$ cat src/rtl/mips_pkg.sv
// Shared MIPS datapath constants used by the RegDst mux and the register bank.
// Holds widths, well-known register numbers and the stack-pointer reset value.
package mips_pkg;

  localparam int DATA_W   = 32;
  localparam int ADDR_W   = 5;
  localparam int REG_ZERO = 0;
  localparam int REG_SP   = 29;
  localparam int REG_RA   = 31;
  localparam int SP_RST   = 227;

  typedef logic [DATA_W-1:0] word_t;
  typedef logic [ADDR_W-1:0] reg_idx_t;

  function automatic logic is_zero_reg(input reg_idx_t idx);
    return (idx == reg_idx_t'(REG_ZERO));
  endfunction

endpackage

$ cat src/rtl/reg_bank_rdport.sv
// One registered read port of the register bank: register-number mux, r0 forcing
// and optional write-through forwarding (compile with REG_BANK_BYPASS_EN).
module reg_bank_rdport #(
  parameter int DATA_W = mips_pkg::DATA_W,
  parameter int ADDR_W = mips_pkg::ADDR_W
) (
  input  logic                               clk,
  input  logic                               reset,
  input  logic                               read_en,
  input  logic [ADDR_W-1:0]                  read_reg,
  input  logic [(1<<ADDR_W)-1:0][DATA_W-1:0] regs,
  input  logic                               wr_commit,
  input  logic [ADDR_W-1:0]                  write_reg,
  input  logic [DATA_W-1:0]                  write_data,
  output logic [DATA_W-1:0]                  read_data
);
  import mips_pkg::*;

  logic [DATA_W-1:0] sel_data_s;

`ifdef REG_BANK_BYPASS_EN
  // Select the value to capture; a same-cycle committed write to this register is forwarded.
  always_comb begin
    sel_data_s = regs[read_reg];
    if (read_reg == ADDR_W'(REG_ZERO)) begin
      sel_data_s = {DATA_W{1'b0}};
    end else if (wr_commit && (write_reg == read_reg)) begin
      sel_data_s = write_data;
    end else begin
      sel_data_s = regs[read_reg];
    end
  end
`else
  logic bypass_unused_s;
  assign bypass_unused_s = ^{wr_commit, write_reg, write_data};

  // Select the value to capture; the pre-write array contents are returned.
  always_comb begin
    sel_data_s = regs[read_reg];
    if (read_reg == ADDR_W'(REG_ZERO)) begin
      sel_data_s = {DATA_W{1'b0}};
    end else begin
      sel_data_s = regs[read_reg];
    end
  end
`endif

  // Output register: capture on read_en, otherwise hold.
  always_ff @(posedge clk or negedge reset) begin
    if (!reset) begin
      read_data <= {DATA_W{1'b0}};
    end else if (read_en) begin
      read_data <= sel_data_s;
    end else begin
      read_data <= read_data;
    end
  end

endmodule

$ cat src/rtl/reg_bank.sv
// 32x32 MIPS register file with two registered read ports and one write port.
// Optional same-cycle write-through forwarding is enabled by REG_BANK_BYPASS_EN.
module reg_bank #(
  parameter int DATA_W = mips_pkg::DATA_W,
  parameter int ADDR_W = mips_pkg::ADDR_W,
  parameter int SP_IDX = mips_pkg::REG_SP,
  parameter int SP_RST = mips_pkg::SP_RST
) (
  input  logic              clk,
  input  logic              reset,
  input  logic              reg_write,
  input  logic [ADDR_W-1:0] write_reg,
  input  logic [DATA_W-1:0] write_data,
  input  logic [ADDR_W-1:0] read_reg1,
  input  logic [ADDR_W-1:0] read_reg2,
  input  logic              read_en,
  output logic [DATA_W-1:0] read_data1,
  output logic [DATA_W-1:0] read_data2,
  output logic [7:0]        wr_count
);
  import mips_pkg::*;

  localparam int NUM_REGS = 1 << ADDR_W;

  logic [NUM_REGS-1:0][DATA_W-1:0] regs_r;
  logic [7:0]                      wr_count_r;
  logic                            wr_commit_s;

  assign wr_commit_s = reg_write && !is_zero_reg(write_reg);
  assign wr_count    = wr_count_r;

  // Storage array; r0 stays zero because writes to it never commit.
  always_ff @(posedge clk or negedge reset) begin
    if (!reset) begin
      regs_r         <= '0;
      regs_r[SP_IDX] <= DATA_W'(SP_RST);
    end else if (wr_commit_s) begin
      regs_r[write_reg] <= write_data;
    end else begin
      regs_r <= regs_r;
    end
  end

  // Debug count of committed writes, saturating rather than wrapping.
  always_ff @(posedge clk or negedge reset) begin
    if (!reset) begin
      wr_count_r <= 8'd0;
    end else if (wr_commit_s && (wr_count_r != 8'hFF)) begin
      wr_count_r <= wr_count_r + 8'd1;
    end else begin
      wr_count_r <= wr_count_r;
    end
  end

  reg_bank_rdport #(.DATA_W(DATA_W), .ADDR_W(ADDR_W)) u_rdport1 (
    .clk        (clk),
    .reset      (reset),
    .read_en    (read_en),
    .read_reg   (read_reg1),
    .regs       (regs_r),
    .wr_commit  (wr_commit_s),
    .write_reg  (write_reg),
    .write_data (write_data),
    .read_data  (read_data1)
  );

  reg_bank_rdport #(.DATA_W(DATA_W), .ADDR_W(ADDR_W)) u_rdport2 (
    .clk        (clk),
    .reset      (reset),
    .read_en    (read_en),
    .read_reg   (read_reg2),
    .regs       (regs_r),
    .wr_commit  (wr_commit_s),
    .write_reg  (write_reg),
    .write_data (write_data),
    .read_data  (read_data2)
  );

endmodule

$ cat config.mk
export PLATFORM = sky130hd
export DESIGN_NAME = reg_bank
export DESIGN_NICKNAME = d
export VERILOG_FILES = /design/src/rtl/mips_pkg.sv /design/src/rtl/reg_bank_rdport.sv /design/src/rtl/reg_bank.sv
export SDC_FILE = /design/constraint.sdc
export NUM_CORES = 2
export LEC_CHECK = 0
export ABC_CLOCK_PERIOD_IN_PS = 1700
export BUFFER_PORTS_ARGS = -buffer_cell sky130_fd_sc_hd__buf_4
export CAP_MARGIN = 10
export CORE_MARGIN = 2
export CORE_UTILIZATION = 57
export DETAILED_ROUTE_END_ITERATION = 16
export PLACE_DENSITY = 0.8
export SLEW_MARGIN = 20
export SYNTH_ARGS = -nofsm -noshare
export SYNTH_HDL_FRONTEND = slang
export SYNTH_SLANG_ARGS = --single-unit
$ cat constraint.sdc
create_clock -name clk -period 1.7 [get_ports clk]
set_input_delay 0.34 -clock clk [delete_from_list [all_inputs] [get_ports clk]]
set_output_delay 0.34 -clock clk [all_outputs]
set_load 0.05 [all_outputs]
==> run_results.csv <==
group,metric,value,unit
logic_synthesis,ys_ff_latch,1096,
drt,drtIter0Drc,4942,
timing,hold_viol,0,
die,die_w,319,µm
die,core,98400,µm²
drt,drc,0,
clock_tree,cts_tree,"yes",
drt,vias_per_cell,7.17,
die,io-pin-count,123,
critical_path,cp_max_fo,2,
power,leakage,30.2,nW
finish,drive_gt1_share,57.1,%
placement,place_area,63600,µm²
power,clkPwrFrac,33.2,%
timing,max_clock_freq,0.560,GHz
finish,stdcell_area,68100,µm²
critical_path,worstSetupPathType,"flip-flop to flip-flop",
drt,ant_nets,0,
grt,grt-ovfl-total,0,
finish,fin_util,69.2,%
grt,grt_max_degree,74,
logic_synthesis,synthArstFlopShare,100,%
clock_tree,cts_root_buffer,"clkbuf_16",
timing,report.final.slew_viol_count,0,
logic_synthesis,ys_warn_count,0,
drt,vias,39917,
run_status,status,"complete, but fails checks",
power,sequentialPowerShare,44.2,%
logic_synthesis,ys_types,48,
logic_synthesis,netlist_area,56600,µm²
power,p_int,56.9,mW
critical_path,r2r_start,"regs_r[912]",
grt,grt_pass1_vias,41668,
finish,regArea,27500,µm²
worst_hold_path,worstHoldPathType,"primary input to asynchronous set/reset pin",
critical_path,cp-startpoint,"regs_r[912]",
clock_tree,clockBufferDepth,3,
finish,final_cell_mix,"1062 x dfrtp_1, 1013 x mux2_2, 478 x buf_4",
clock_tree,cts.sinks,1096,
drt,drtPass1Iterations,8,
grt,antenna_found_initial,10,
timing,rsz0062_at_grt,"yes",
finish,area_growth,20.4,%
power,power_density,1170,nW/µm²
drt,drt_wl_total,183,mm
logic_synthesis,syn_nets,3863,
die,rows,115,
die,start_util,57.5,%
timing,period_needed,1.78,ns
power,power_frac_comb,22.7,%
logic_synthesis,syn_inst,3811,
power,p_sw_share,28.7,%
critical_path,arrival,2.40,ns
grt,grt_pass1_wl,273,mm
logic_synthesis,yosys_most_used_dff,"dfrtp_1",
timing,setup_ws,-0.0850,ns
clock_tree,clk_pin_slew,0.06,ns
finish,fill_cells,6268,
run_status,violations,"negative setup slack",
grt,grtUsageTotal,36.1,%
critical_path,required,2.31,ns
finish,fin_nets,4232,
timing,fin_crit_sh,105,%
power,p_sw,22.9,mW
run,drv_cap,0,
drt,routedWlPerCell,32.8,µm
logic_synthesis,synth_edf_count,0,
critical_path,startpoint_type,"flip-flop",
die,dieArea,102000,µm²
logic_synthesis,syn_avg_cell_area,14.8,µm²
placement,hpwl,119,mm
finish,mostFrequentLayoutCell,"dfrtp_1",
timing,fin_skew,0.0297,ns
timing,setup_viol_count_final,26,
clock_tree,htreeDepth,3,
placement,port_buffers,122,
timing,tightestPinTransition,0.608,ns
placement,pre_cts_ws,-0.722,ns
placement,place.gp.congestion,0.888,
critical_path,endpoint_kind,"flip-flop",
power,peakVddDrop,0.00123,V
die,dieHeight,319,µm
logic_synthesis,ys_seq_area_share,48.5,%
clock_tree,cts_made_buffers,115,
timing,relSlewSlack,59.5,%
clock_tree,clkLatencyLatePin,0.72,ns
finish,multi_input_area,27700,µm²
-- state kept, by name, summed over array words and instances, names as in the netlist --
register / count
regs_r: 1024
u_rdport1.read_data: 32
u_rdport2.read_data: 32
wr_count: 8
-- kinds of logic (layout without fill, tap and decap cells) --
family / Yosys count / after routing / share of synthesized area [%]
buffers and inverters: 440 / 905 / 3.34
AOI/OAI and AO/OA: 443 / 443 / 5.67
muxes: 1670 / 1670 / 41.0
adders and majority gates: 1 / 1 / 0.0221
xor gates and xnor gates: 7 / 7 / 0.108
and+or+nand+nor: 154 / 154 / 1.36
DFF: 1096 / 1096 / 48.5
other: 0 / 6 / 0
-- cell usage after synthesis, drive strengths merged, types with 3 or more instances --
| library cell | number | area, µm² |
|---|---|---|
| dfrtp | 1091 | 27300 |
| mux2 | 1027 | 11600 |
| mux4 | 415 | 9350 |
| clkbuf | 237 | 890 |
| mux2i | 228 | 2280 |
| buf | 201 | 990 |
| a211oi | 90 | 676 |
| a22oi | 65 | 488 |
| o22ai | 64 | 400 |
| a21oi | 63 | 315 |
| nand2 | 59 | 221 |
| a22o | 57 | 499 |
| nor2b | 41 | 257 |
| a31oi | 33 | 206 |
| a211o | 31 | 272 |
| o221ai | 31 | 272 |
| nor2 | 19 | 71.3 |
| nand3 | 6 | 30.0 |
| xnor2 | 6 | 52.6 |
| dfstp | 5 | 131 |
| and3 | 4 | 25.0 |
| nand2b | 4 | 25.0 |
| nand4 | 4 | 25.0 |
| nor3 | 4 | 20.0 |
| a32o | 3 | 30.0 |
| nand3b | 3 | 22.5 |
-- area by class of cell --
cell class | instances | area share [%]
clock buffers | 147 | 4.74
clock inverters | 66 | 1.10
inverters | 2 | 0.0110
repair buffers | 690 | 10.8
well taps | 1287 | 2.36
multi-input cells | 2275 | 40.6
flip-flops and latches | 1096 | 40.3
diodes | 6 | 0.0220
-- layer usage --
layer / vias to the layer above / wire (µm) / global-route usage [%] / share of wire [%]
met3: 701 / 21800 / 10.4 / 12
met1: 21036 / 68300 / 48.7 / 37
met5: - / 173 / 0 / 0.095
li1: 15499 / - / - / -
met4: 12 / 9770 / 17.3 / 5.3
met2: 2669 / 82800 / 54.3 / 45
-- worst max-delay path, stage by stage (launching register included) --
cell and delay [ns]:
dfrtp_1 0.41, mux4_2 0.47, a22o_1 0.25, a211oi_2 0.28, a21oi_1 0.07, a22o_1 0.18
-- power by group through the flow --
stage,combinational [mW],clock [mW],sequential [mW]
after floorplan,11.1,0,34.8
after global placement,16.8,0,34.9
after detailed placement,17.4,0,35.3
after CTS,17.9,26.5,34.9
after global routing,19.1,27.6,35.7
final,18.1,26.5,35.2
-- metrics by stage --
| step | TNS (ns) | power (mW) | instances | hold WS (ns) |
|---|---|---|---|---|
| 3_5_place_dp | -150.05 | 52.6 | 5333 | 0.176 |
| 6_report | -0.738 | 79.8 | 5569 | 0.0438 |
| 4_1_cts | -0.646 | 79.3 | 5559 | 0.0204 |
| 5_1_grt | -1.44 | 82.4 | 5565 | 0.0458 |
| 3_3_place_gp | -133.65 | 51.6 | 5333 | 0.177 |
| 2_1_floorplan | -7.71 | 46.0 | 3811 | 0.0444 |
-- final timing paths --
path | to | slack (ns) | cells after the start
worst max-delay path | u_rdport2.read_data[16] | -0.08 | 5
min in group clk | regs_r[98] | 0.11 | 2
max in group asynchronous | u_rdport2.read_data[12] | 0.69 | 4
worst min register to register | regs_r[17] | 0.40 | 0
worst min-delay path | regs_r[85] | 0.04 | 2
worst max register to register | u_rdport2.read_data[16] | -0.08 | 5
-- repair_timing --
item,CTS,global route
endpoints found under the hold margin,425,0
setup endpoints to repair,69,70
pin swaps,43,58
hold buffers,1,0
buffers inserted,15,4
gates resized for setup,95,27
No activity file was read; power rests on OpenSTA's default activity.
